<file path="src/rtl/button_conditioner.sv">
// button_conditioner: conditions four raw push buttons for the LRU tracker.
// Each input is synchronised, debounced and edge-detected. Every press is
// stored as a sticky pending bit. The presses are then offered one at a time
// over a valid/ready handshake, and button1 has the highest priority.
//
// Ports:
//   timedClk   clock; the whole block runs in this domain
//   rst        synchronous, active-high reset
//   btn_raw    raw asynchronous buttons, bit0 = button1 .. bit3 = button4
//   out_ready  consumer accepts the offered press this cycle
//   out_valid  a press is being offered
//   out_code   button number 1..4 while out_valid, else 0
//   b1..b4     one-hot image of out_code, all 0 when out_valid is low
//   pending    sticky pending-event bits (debug / status LEDs)
//
// Optional feature: define AUTO_REPEAT_EN to re-arm pending[i] every
// REPEAT_TICKS cycles while button i stays debounced-high.
module button_conditioner #(
   parameter int unsigned DEBOUNCE_TICKS = 8,
   parameter int unsigned REPEAT_TICKS   = 16
) (
   input  logic       timedClk,
   input  logic       rst,
   input  logic [3:0] btn_raw,
   input  logic       out_ready,
   output logic       out_valid,
   output logic [2:0] out_code,
   output logic       b1,
   output logic       b2,
   output logic       b3,
   output logic       b4,
   output logic [3:0] pending
);

   localparam int unsigned NB = 4;
   localparam int unsigned CW = $clog2(DEBOUNCE_TICKS + 1);

   typedef enum logic {IDLE, OFFER} state_t;

   logic [NB-1:0] sync1, sync_s;
   logic [NB-1:0] db, db_nxt, rise, rep_set, clr, pending_nxt;
   logic [CW-1:0] cnt [NB];
   logic [CW-1:0] cnt_nxt [NB];

   state_t        state, state_nxt;
   logic [1:0]    sel, sel_nxt;
   logic          valid_nxt;
   logic [2:0]    code_nxt;
   logic [NB-1:0] onehot_q, onehot_nxt;

   // Two-flop synchroniser per button
   always_ff @(posedge timedClk) begin
      if (rst) begin
         sync1  <= '0;
         sync_s <= '0;
      end else begin
         sync1  <= btn_raw;
         sync_s <= sync1;
      end
   end

   // Debounce: db flips on the edge where the mismatch run would reach DEBOUNCE_TICKS
   always_comb begin
      db_nxt = db;
      rise   = '0;
      for (int i = 0; i < int'(NB); i++) begin
         cnt_nxt[i] = '0;
         if (sync_s[i] != db[i]) begin
            if (cnt[i] == CW'(DEBOUNCE_TICKS - 1)) begin
               db_nxt[i] = ~db[i];
               rise[i]   = ~db[i];
            end else begin
               cnt_nxt[i] = cnt[i] + CW'(1);
            end
         end
      end
   end

   always_ff @(posedge timedClk) begin
      if (rst) begin
         db <= '0;
         for (int i = 0; i < int'(NB); i++) cnt[i] <= '0;
      end else begin
         db <= db_nxt;
         for (int i = 0; i < int'(NB); i++) cnt[i] <= cnt_nxt[i];
      end
   end

`ifdef AUTO_REPEAT_EN
   localparam int unsigned RW = $clog2(REPEAT_TICKS + 1);

   logic [RW-1:0] rpt [NB];
   logic [RW-1:0] rpt_nxt [NB];

   // Repeat timer runs only while db stays high; it restarts from 0 on each rise
   always_comb begin
      rep_set = '0;
      for (int i = 0; i < int'(NB); i++) begin
         rpt_nxt[i] = '0;
         if (db[i] && db_nxt[i]) begin
            if (rpt[i] == RW'(REPEAT_TICKS - 1)) begin
               rep_set[i] = 1'b1;
            end else begin
               rpt_nxt[i] = rpt[i] + RW'(1);
            end
         end
      end
   end

   always_ff @(posedge timedClk) begin
      if (rst) begin
         for (int i = 0; i < int'(NB); i++) rpt[i] <= '0;
      end else begin
         for (int i = 0; i < int'(NB); i++) rpt[i] <= rpt_nxt[i];
      end
   end
`else
   // REPEAT_TICKS is always >= 2, so this is constant zero; there is no repeat logic
   assign rep_set = {NB{REPEAT_TICKS == 0}};
`endif

   // Arbiter next state and registered output images
   always_comb begin
      state_nxt = state;
      sel_nxt   = sel;
      clr       = '0;
      case (state)
         IDLE: begin
            if (|pending) begin
               state_nxt = OFFER;
               if (pending[0])      sel_nxt = 2'd0;
               else if (pending[1]) sel_nxt = 2'd1;
               else if (pending[2]) sel_nxt = 2'd2;
               else                 sel_nxt = 2'd3;
            end
         end
         OFFER: begin
            if (out_ready) begin
               clr[sel]  = 1'b1;
               state_nxt = IDLE;
            end
         end
         default: state_nxt = IDLE;
      endcase
      valid_nxt  = (state_nxt == OFFER);
      code_nxt   = valid_nxt ? (3'(sel_nxt) + 3'd1) : 3'd0;
      onehot_nxt = valid_nxt ? (NB'(1) << sel_nxt) : '0;
   end

   // A set on the same edge as an accept wins, so the press is offered again later
   assign pending_nxt = (pending & ~clr) | rise | rep_set;

   always_ff @(posedge timedClk) begin
      if (rst) begin
         state     <= IDLE;
         sel       <= '0;
         pending   <= '0;
         out_valid <= 1'b0;
         out_code  <= '0;
         onehot_q  <= '0;
      end else begin
         state     <= state_nxt;
         sel       <= sel_nxt;
         pending   <= pending_nxt;
         out_valid <= valid_nxt;
         out_code  <= code_nxt;
         onehot_q  <= onehot_nxt;
      end
   end

   assign {b4, b3, b2, b1} = onehot_q;

endmodule

</file>
<file path="config.mk">
export PLATFORM = sky130hd
export DESIGN_NAME = button_conditioner
export DESIGN_NICKNAME = d
export VERILOG_FILES = /design/src/rtl/button_conditioner.sv
export SDC_FILE = /design/constraint.sdc
export NUM_CORES = 1
export LEC_CHECK = 0
export ABC_AREA = 0
export CORE_AREA = 5 5 61 63
export DETAILED_ROUTE_END_ITERATION = 8
export DIE_AREA = 0 0 66 68
export GPL_ROUTABILITY_DRIVEN = 0
export PLACE_DENSITY = 0.83
export SLEW_MARGIN = 10
export SYNTH_ARGS = -nofsm -noshare
export SYNTH_HDL_FRONTEND = slang
export SYNTH_SLANG_ARGS = --single-unit
export TNS_END_PERCENT = 30
</file>
<file path="constraint.sdc">
create_clock -name timedClk -period 1.6 [get_ports timedClk]
set_input_delay 0.4 -clock timedClk [delete_from_list [all_inputs] [get_ports timedClk]]
set_output_delay 0.4 -clock timedClk [all_outputs]
set_load 0.05 [all_outputs]
</file>
==> results of run 1 <==
==> power groups by stage <==
stage          sequential [uW]  combinational, uW  clock, uW
2_1_floorplan             1090               27.3          0
6_report                  1060               59.1        537
5_1_grt                   1070               65.5        590
3_3_place_gp              1090               56.9          0
3_5_place_dp              1090               59.5          0
4_1_cts                   1060               59.7        546
==> logic make-up after synthesis <==
logic type	count (synthesis)
xor gates and xnor gates	12
AOI/OAI and AO/OA	11
and+or+nand+nor	77
DFF	42
adders and majority gates	4
buffers and inverters	6
muxes	4
==> registers in the layout, summed over array words and instances, names as in the netlist, named ones only <==
signal    cells
cnt          16
onehot_q      4
out_code      3
sync_s        4
sel           1
db            4
sync1         4
state         1
pending       4
==> layout make-up <==
class                      instances  area, um^2
clock buffer                       7        55.1
clock inverter                     1        5.00
fill                             249        1170
inverter                           2        7.51
multi-input combinational        108         699
sequential                        42         842
tap                               46        57.6
timing repair buffer              25         340
==> Yosys cell counts, drive strengths merged <==
cell type,n,area (um^2)
a21oi,7,46.3
a21o,1,8.76
nor2,28,108
nand2,8,30.0
nor2b,11,76.3
nor3,5,25.0
nand3b,4,30.0
o21bai,1,11.3
and3,4,25.0
inv,2,7.51
nand4,1,6.26
xnor2,8,70.1
nor3b,4,30.0
buf,3,20.0
o21ba,1,16.3
mux2i,4,40.0
dfxtp,42,841
and4,2,17.5
o22ai,1,20.0
clkbuf,1,3.75
xor2,4,35.0
and2,1,8.76
nand3,9,45.0
ha,4,50.1
==> metal layers <==
| metal | routed length, um | vias to the layer above |
|---|---|---|
| li1 | - | 580 |
| met1 | 1130 | 524 |
| met2 | 1310 | 25 |
| met3 | 133 | 7 |
| met4 | 59 | 0 |
| met5 | 0 | - |
==> metrics by stage <==
stage	setup slack [ns]	setup TNS, ns	util [%]
after floorplan	0.0742	0	-
after global placement	0.0159	0	61.2
after detailed placement	-0.0424	-0.102	61.2
after global routing	0.117	0	63.1
final	0.178	0	63.1
after CTS	0.0189	0	63.1
==> path summary, 6_finish.rpt <==
path	to	depth (start not counted)	slack [ns]	from
worst min-delay path	sync_s[2]$_SDFF_PP0_	1	0.45	sync1[2]$_SDFF_PP0_
worst max register to register	onehot_q[3]$_SDFF_PP0_	4	0.31	state$_SDFF_PP0_
worst min register to register	sync_s[2]$_SDFF_PP0_	1	0.45	sync1[2]$_SDFF_PP0_
worst max-delay path	out_valid	1	0.18	state$_SDFF_PP0_
==> impl_metrics.toml, run 1 <==
[cts]
post_cts_resize_count = 0
cts-hold-fix-buffers = 0
h_tree_levels = 2
cell_at_the_root_of_the_clock_tree = "sky130_fd_sc_hd__clkbuf_4"
clock_latency_on_the_worst_skew_pair_ns = 0.35
post-cts-setup-buffers = 0
tritoncts = "built"
clkSinkCount = 42
ctsLongestPathBuffers = 2
cts_made_buffers = 5
clk_pin_slew_ns = 0.12

[timing]
clock_skew_ns = 0.0102
max-slew-margin-rel_pct = 79.3
final.min_clock_period_ns = 1.42
hold_violations_final = 0
finalSetupViolCount = 0
slew_viol_final = 0
rsz0062_at_grt = "no"
max_freq_mhz = 703
max_slew.worst_pin.slew_ns = 0.309
hold-worst-slack_ns = 0.448
finalCritPeriodShare_pct = 88.9

[routing]
detail_route.wl_per_cell_um = 11.4
detail_route.drc_violations = 0
detailedRoute.firstIterationViolations = 57
drt_pre_antenna_iters = 4
postRouteWirelength_mm = 2.63
vias_per_cell = 4.92
final_antenna_net_count = 0
routed_via_count = 1136

[power_and_ir_drop]
irDropWorstVdd_mv = 0.506
power.clock.fraction_pct = 32.3
pwr_density_cell_nw_per_um2 = 827
power_frac_seq_pct = 64.1
total_power_uw = 1660
static_power_due_to_leakage_uw = 0.000809
comb_power_share_pct = 3.6
net-switching-power_uw = 354
intPower_uw = 1310
power_switching_share_pct = 21.3

[setup_path]
crit_path_max_incr_delay_ns = 0.50
criticalPathCategory = "reg -> out"
crit_buf_inv = 1
worst-endpoint-required_ns = 1.20
cell_type_group_with_the_largest_total_delay_on_the_critical_path = "flip-flops"
worst_setup_path_end_kind = "primary output"
setup.worst_path.start_class = "flop"
critical_path.slowest_cell = "sky130_fd_sc_hd__dfxtp_2"
critical_path_peak_fanout = 10
crit_path_cell_trace = "buf_12"
cp_data_arrival_time_ns = 1.02

[grt]
grt_max_degree = 13
first_global_vias = 1174
grt.met2_usage_pct = 25.9
global_route.usage.total_pct = 14.3
initial_antenna_violation_count = 0
global_route.usage.met1_pct = 14.0
gr-total-overflow = 0
grtUsageMet3_pct = 5.58
global_route_wire_length_before_repair_mm = 4.77
globalRoute.busiestLayer = "met2"

[finish]
design_area_um2 = 2010
final_net_count = 195
final_layout_size_suffix_gt1_share_pct = 18.9
mostFrequentLayoutCells = "sky130_fd_sc_hd__dfxtp_1 (41), sky130_fd_sc_hd__nor2_1 (27), sky130_fd_sc_hd__buf_12 (11)"
antenna_cells_inserted = 0
final_cells = 231
layout.cells.most_common = "sky130_fd_sc_hd__dfxtp_1"
syn2layout_area_growth_pct = 27.7

[synth]
ys_seq_area_share_pct = 53.5
synthesis.nets = 167
yosys_warnings = 0
synth_area_in_compound_gates_pct = 6.53
synth-seq-cells = 42
synth.mux.area_fraction_pct = 2.55
synth-xor-area-share_pct = 6.69
adder_cell_share_of_the_synthesized_area_pct = 3.18
yosys.area_share.simple_pct = 25.6
synth.cell_area_um2 = 1570
synthDistinctLibCells = 29
combinational_family_with_the_most_area_after_synthesis = "simple AND/OR/NAND/NOR gates"
syn_avg_cell_area_um2 = 10.1
syn-instance-count = 156

[floorplanning]
fp.coreArea_um2 = 3180
start_util_pct = 49.4
io_pins = 19
die_ar_um2 = 4490
std_cell_rows = 21
die_x_um = 66
die-height_um = 68

[job]
drv_cap = 0

[status]
status = "finished clean"

[placement]
port-buffer-count = 18
post-dp-hpwl_mm = 2.06
placed_cell_area_um2 = 1950
dpl.cell_count = 223

[hold_path]
timing.hold.worst.class = "reg -> reg"
Note: power is estimated with default switching activity, not from simulation.
==> run 2, diff against run 1 <==
ABC_AREA = 1   (was 0)
CORE_AREA = 5 5 60 62   (was 5 5 61 63)
DIE_AREA = 0 0 65 67   (was 0 0 66 68)
PLACE_DENSITY = 0.84   (was 0.83)
clock period = 1.49 ns   (was 1.6 ns; I/O delays follow)
==> run 2 against run 1 <==
  * Cell count is 7.4% higher
  * Global-route usage is 0.60 points lower
  * Sequential share of layout area is 0.69 points higher
  * Highest routed layer unchanged
  * Synthesized cell count is 20% higher
  * Critical endpoint unchanged
  * Sequential power is 8% higher
  * Largest power group unchanged
==> impl_metrics.toml, run 2 <==
[cts]
ctsLongestPathBuffers = 2
cts_made_buffers = 5
tritoncts = "built"
post_cts_resize_count = 0
cts-hold-fix-buffers = 0
cell_at_the_root_of_the_clock_tree = "sky130_fd_sc_hd__clkbuf_4"
post-cts-setup-buffers = 0
clk_pin_slew_ns = 0.12
clock_latency_on_the_worst_skew_pair_ns = 0.34
h_tree_levels = 2
clkSinkCount = 42

[synth]
post_synth_main_area_contributors = "sky130_fd_sc_hd__dfxtp_1 (55%), sky130_fd_sc_hd__nor2_1 (12%), sky130_fd_sc_hd__inv_1 (6.6%), sky130_fd_sc_hd__o21ai_0 (4.9%), sky130_fd_sc_hd__nand2_1 (4.4%)"
yosysTopAreaCellShare_pct = 54.9
syn-instance-count = 187
ys_seq_area_share_pct = 54.9
yosys_warnings = 0
synth-seq-cells = 42
syn_avg_cell_area_um2 = 8.19
synth-edff-count = 0
post_synth_most_frequent_cells = "sky130_fd_sc_hd__nor2_1 (48), sky130_fd_sc_hd__dfxtp_1 (42), sky130_fd_sc_hd__inv_1 (27)"
synth.cell_area_um2 = 1530
yosysTopAreaCell = "sky130_fd_sc_hd__dfxtp_1"
synth_most_common_cell = "sky130_fd_sc_hd__nor2_1"
async_flop_share_pct = 0
synthesis.nets = 198
synthDistinctLibCells = 19
synth_ff_type = "sky130_fd_sc_hd__dfxtp_1"

[job]
drv_cap = 0

[grt]
gr-total-overflow = 0
global_route.usage.total_pct = 13.7
grt.met2_usage_pct = 24.0
grt_max_degree = 13
grtUsageMet3_pct = 5.06
globalRoute.busiestLayer = "met2"
initial_antenna_violation_count = 0
first_global_vias = 1155
global_route.usage.met1_pct = 14.0
global_route_wire_length_before_repair_mm = 4.51

[finish]
final_layout_size_suffix_gt1_share_pct = 15.3
top_register = "cnt"
antenna_cells_inserted = 0
register_area_um2 = 842
largest_reg_flops = 16
layout.cells.most_common = "sky130_fd_sc_hd__nor2_1"
syn2layout_area_growth_pct = 28.9
final_net_count = 225
filler_instances = 244
final_cells = 248
multi_input_combinational_cell_area_um2 = 577
mostFrequentLayoutCells = "sky130_fd_sc_hd__nor2_1 (48), sky130_fd_sc_hd__dfxtp_1 (41), sky130_fd_sc_hd__inv_1 (27)"
post_route_core_utilization_pct = 66.3

[timing]
slew_viol_final = 0
final.min_clock_period_ns = 1.38
finalSetupViolCount = 0
post-route-worst-setup-slack_ns = 0.109
max-slew-margin-rel_pct = 69.7
max_slew.worst_pin.slew_ns = 0.450
rsz0062_at_grt = "no"
final_sum_of_negative_setup_slack_ns = 0
clock_skew_ns = 0.00665
finalCritPeriodShare_pct = 92.7
hold_violations_final = 0
max_freq_mhz = 724

[power_and_ir_drop]
irDropWorstVdd_mv = 0.715
static_power_due_to_leakage_uw = 0.000862
pwr_density_cell_nw_per_um2 = 945

[setup_path]
criticalPathCategory = "reg -> out"
worst-endpoint-required_ns = 1.12
worst_setup_path_end_kind = "primary output"
crit_path_cell_trace = "buf_4 > buf_12"
setup.worst_path.start_class = "flop"
crit_buf_inv = 2
cell_type_group_with_the_largest_total_delay_on_the_critical_path = "flip-flops"
crit_path_max_incr_delay_ns = 0.41
critical_path_peak_fanout = 6
cp_data_arrival_time_ns = 1.01
critical_path.slowest_cell = "sky130_fd_sc_hd__dfxtp_2"

[routing]
detail_route.wl_per_cell_um = 10.6
detail_route.drc_violations = 0
postRouteWirelength_mm = 2.63
detailedRoute.firstIterationViolations = 32
vias_per_cell = 4.92
final_antenna_net_count = 0
routed_via_count = 1220
drt_pre_antenna_iters = 4

[placement]
post-dp-hpwl_mm = 2.07
setup_slack_after_placement_ns = -0.0699
port-buffer-count = 18
dpl.cell_count = 240

[floorplanning]
die_x_um = 65
die-height_um = 67
io_pins = 19
die_ar_um2 = 4360
fp.coreArea_um2 = 2980
start_util_pct = 51.4
std_cell_rows = 20

[status]
status = "finished clean"

[hold_path]
timing.hold.worst.class = "reg -> reg"
[run 2: per-layer routing]
layer / vias up / wire length (um)
met5: - / 0
met4: 0 / 42
met3: 6 / 112
met2: 22 / 1320
met1: 559 / 1150
li1: 633 / -
[run 2: area by class of cell]
| cell class | count | area share (%) |
|---|---|---|
| sequential | 42 | 42.6 |
| clock buffer | 8 | 3.99 |
| multi-input combinational | 115 | 29.2 |
| inverter | 28 | 5.32 |
| tap | 33 | 2.09 |
| timing repair buffer | 22 | 16.7 |
[run 2: report_power, final]
group	internal [uW]	total (uW)	switching [uW]	leakage, uW
registers	1140	1140	5.91	0.000341
clock network	323	666	343	0.0000446
logic	28.5	57.7	29.2	0.000477
[run 2: logic make-up (layout without fill, tap and decap cells)]
kind of cell | Yosys count | count (layout) | synth area share [%]
buf+inv | 30 | 58 | 7.43
xor+xnor | 4 | 4 | 2.29
flops | 42 | 42 | 54.9
fa+ha+maj | 4 | 4 | 3.27
simple gates | 82 | 82 | 23.2
compound gates | 25 | 25 | 8.91
[run 2: metrics by stage]
step	total power (uW)	hold slack, ns	area, um^2
3_3_place_gp	1220	0.389	1890
6_report	1860	0.406	1970
4_1_cts	1880	0.413	1970
5_1_grt	1950	0.437	1970
2_1_floorplan	1200	0.388	1530
3_5_place_dp	1230	0.394	1890
[run 2: tightest hold or removal path, delay by kind of cell, from the launching register on]
| family | cells | cell delay, ns |
|---|---|---|
| buffers and inverters | 1 | 0.04 |
| flip-flops | 1 | 0.31 |
| AND/OR/NAND/NOR | 1 | 0.03 |
[run 2: path summary, 6_finish.rpt]
kind	from	endpoint	slack [ns]	depth (start not counted)
setup / recovery	state$_SDFF_PP0_	out_valid	0.11	2
hold / removal	sync1[2]$_SDFF_PP0_	sync_s[2]$_SDFF_PP0_	0.41	2
setup reg to reg	pending[1]$_SDFF_PP0_	out_code[1]$_SDFF_PP0_	0.15	8
hold reg to reg	sync1[2]$_SDFF_PP0_	sync_s[2]$_SDFF_PP0_	0.41	2
==> run 3, diff against run 2 <==
CORE_AREA = 5 5 59 61   (was 5 5 60 62)
DIE_AREA = 0 0 64 66   (was 0 0 65 67)
PLACE_DENSITY = 0.86   (was 0.84)
SLEW_MARGIN = 20   (was 10)
clock period = 1.6 ns   (was 1.49 ns; I/O delays follow)
==> run 3 against run 2 <==
  * First-iteration DRC count rose by 25%
  * Combinational power is 9.0% lower
  * Register-to-register slack better by 0.08 ns
  * Sequential cell count unchanged
  * Design area fell by 1.2%
  * Wire length is 14% higher
  * Global-route usage grew 2.7 points
  * Die area is 3.0% lower
  * Clock skew decreased by 0.0018 ns
==> impl_metrics.toml, run 3 (synthesis results as in run 2) <==
[status]
status = "finished clean"

[power_and_ir_drop]
net-switching-power_uw = 351
intPower_uw = 1380
power_switching_share_pct = 20.2
power.clock.fraction_pct = 35.6
total_power_uw = 1730
power_frac_seq_pct = 61.4
irDropWorstVdd_mv = 0.994
static_power_due_to_leakage_uw = 0.000847
comb_power_share_pct = 3.0
pwr_density_cell_nw_per_um2 = 888

[cts]
tritoncts = "built"
clk_pin_slew_ns = 0.11
cts_made_buffers = 5
post-cts-setup-buffers = 0
clock_latency_on_the_worst_skew_pair_ns = 0.35
ctsLongestPathBuffers = 2
clkSinkCount = 42
cell_at_the_root_of_the_clock_tree = "sky130_fd_sc_hd__clkbuf_4"
h_tree_levels = 2
cts-hold-fix-buffers = 0
post_cts_resize_count = 0

[routing]
detailedRoute.firstIterationViolations = 40
postRouteWirelength_mm = 3.00
drt_pre_antenna_iters = 4
final_antenna_net_count = 0
routed_via_count = 1208
detail_route.wl_per_cell_um = 12.2
detail_route.drc_violations = 0
vias_per_cell = 4.93

[timing]
slew_viol_final = 0
max_slew.worst_pin.slew_ns = 0.542
rsz0062_at_grt = "no"
final.min_clock_period_ns = 1.43
post-route-worst-setup-slack_ns = 0.172
hold-worst-slack_ns = 0.412
hold_violations_final = 0
final_sum_of_negative_setup_slack_ns = 0
finalCritPeriodShare_pct = 89.3
finalSetupViolCount = 0
max_freq_mhz = 700
clock_skew_ns = 0.00482
max-slew-margin-rel_pct = 63.5

[finish]
largest_reg_flops = 16
design_area_um2 = 1950
syn2layout_area_growth_pct = 27.4
filler_instances = 229
final_layout_size_suffix_gt1_share_pct = 13.7
top_register = "cnt"
mostFrequentLayoutCells = "sky130_fd_sc_hd__nor2_1 (48), sky130_fd_sc_hd__dfxtp_1 (42), sky130_fd_sc_hd__inv_1 (27)"
layout.cells.most_common = "sky130_fd_sc_hd__nor2_1"
final_net_count = 222
antenna_cells_inserted = 0

[setup_path]
cp_data_arrival_time_ns = 1.03
cell_type_group_with_the_largest_total_delay_on_the_critical_path = "flip-flops"
crit_path_max_incr_delay_ns = 0.50
setup.worst_path.start_class = "flop"
timing.critical_path.depth = 1
setup.worst_path.end = "out_valid"
crit_buf_inv = 1
worst-endpoint-required_ns = 1.20
critical_path.slowest_cell = "sky130_fd_sc_hd__dfxtp_1"
r2r-end = "onehot_q[0]$_SDFF_PP0_"
critPathLaunch = "state$_SDFF_PP0_"
r2r_start = "pending[1]$_SDFF_PP0_"
worst_setup_path_end_kind = "primary output"
worstRegToRegCells = 7
crit_path_cell_trace = "buf_12"
critical_path_peak_fanout = 6
criticalPathCategory = "reg -> out"
worst-r2r-setup-slack_ns = 0.23

[floorplanning]
std_cell_rows = 20
io_pins = 19
die_x_um = 64
die-height_um = 66
start_util_pct = 52.3
fp.coreArea_um2 = 2930
die_ar_um2 = 4220

[grt]
initial_antenna_violation_count = 0
global_route.usage.total_pct = 16.4
gr-total-overflow = 0
grt_max_degree = 16
first_global_vias = 1230
global_route_wire_length_before_repair_mm = 5.29

[job]
drv_cap = 0

[hold_path]
holdPathStages = 2
timing.hold.worst.class = "reg -> reg"

[placement]
setup_slack_after_placement_ns = 0.0357
post-dp-hpwl_mm = 2.10
placed_cell_area_um2 = 1870
port-buffer-count = 18
run 3: cell count changes in the layout (fill, tap and decap cells not counted):
| cell | previous run | this run |
|---|---|---|
| sky130_fd_sc_hd__buf_4 | 4 | 1 |
| sky130_fd_sc_hd__dfxtp_1 | 41 | 42 |
| sky130_fd_sc_hd__dfxtp_2 | 1 | 0 |
run 3: power by group through the flow:
| stage | Combinational (uW) | Sequential (uW) | Clock [uW] |
|---|---|---|---|
| 2_1_floorplan | 28.0 | 1090 | 0 |
| 3_3_place_gp | 48.6 | 1090 | 0 |
| 3_5_place_dp | 50.5 | 1090 | 0 |
| 4_1_cts | 52.7 | 1060 | 632 |
| 5_1_grt | 59.4 | 1070 | 695 |
| 6_report | 52.5 | 1060 | 616 |
run 3: how the worst min path moves through the flow:
stage | from | endpoint | slack (ns)
after floorplan | sync1[0]$_SDFF_PP0_ | sync_s[0]$_SDFF_PP0_ | 0.39
after global placement | sync1[2]$_SDFF_PP0_ | sync_s[2]$_SDFF_PP0_ | 0.39
after detailed placement | sync1[0]$_SDFF_PP0_ | sync_s[0]$_SDFF_PP0_ | 0.39
after CTS | sync1[2]$_SDFF_PP0_ | sync_s[2]$_SDFF_PP0_ | 0.42
after global routing | sync1[1]$_SDFF_PP0_ | sync_s[1]$_SDFF_PP0_ | 0.45
final | sync1[1]$_SDFF_PP0_ | sync_s[1]$_SDFF_PP0_ | 0.41
run 3: final cells by class:
cell class,instances,area (um^2),area share (%)
inverters,28,105,5.39
repair buffers,19,308,15.8
clock buffers,8,78.8,4.04
flip-flops and latches,42,841,43.1
well taps,33,41.3,2.12
multi-input cells,115,577,29.6
run 3: per-stage QoR:
| stage | std cells | utilization (%) |
|---|---|---|
| 2_1_floorplan | 187 | - |
| 4_1_cts | 245 | 66.6 |
| 6_report | 245 | 66.6 |
| 3_3_place_gp | 237 | 63.9 |
| 5_1_grt | 245 | 66.6 |
| 3_5_place_dp | 237 | 63.9 |
run 3: layer usage:
metal / global-route usage, % / part of all wire (%) / vias to the layer above / routed length, um
li1: - / - / 625 / -
met1: 16.8 / 39 / 536 / 1160
met2: 29.3 / 53 / 35 / 1600
met3: 4.76 / 4.1 / 12 / 124
met4: 9.35 / 3.7 / 0 / 110
met5: 0 / 0 / - / 0
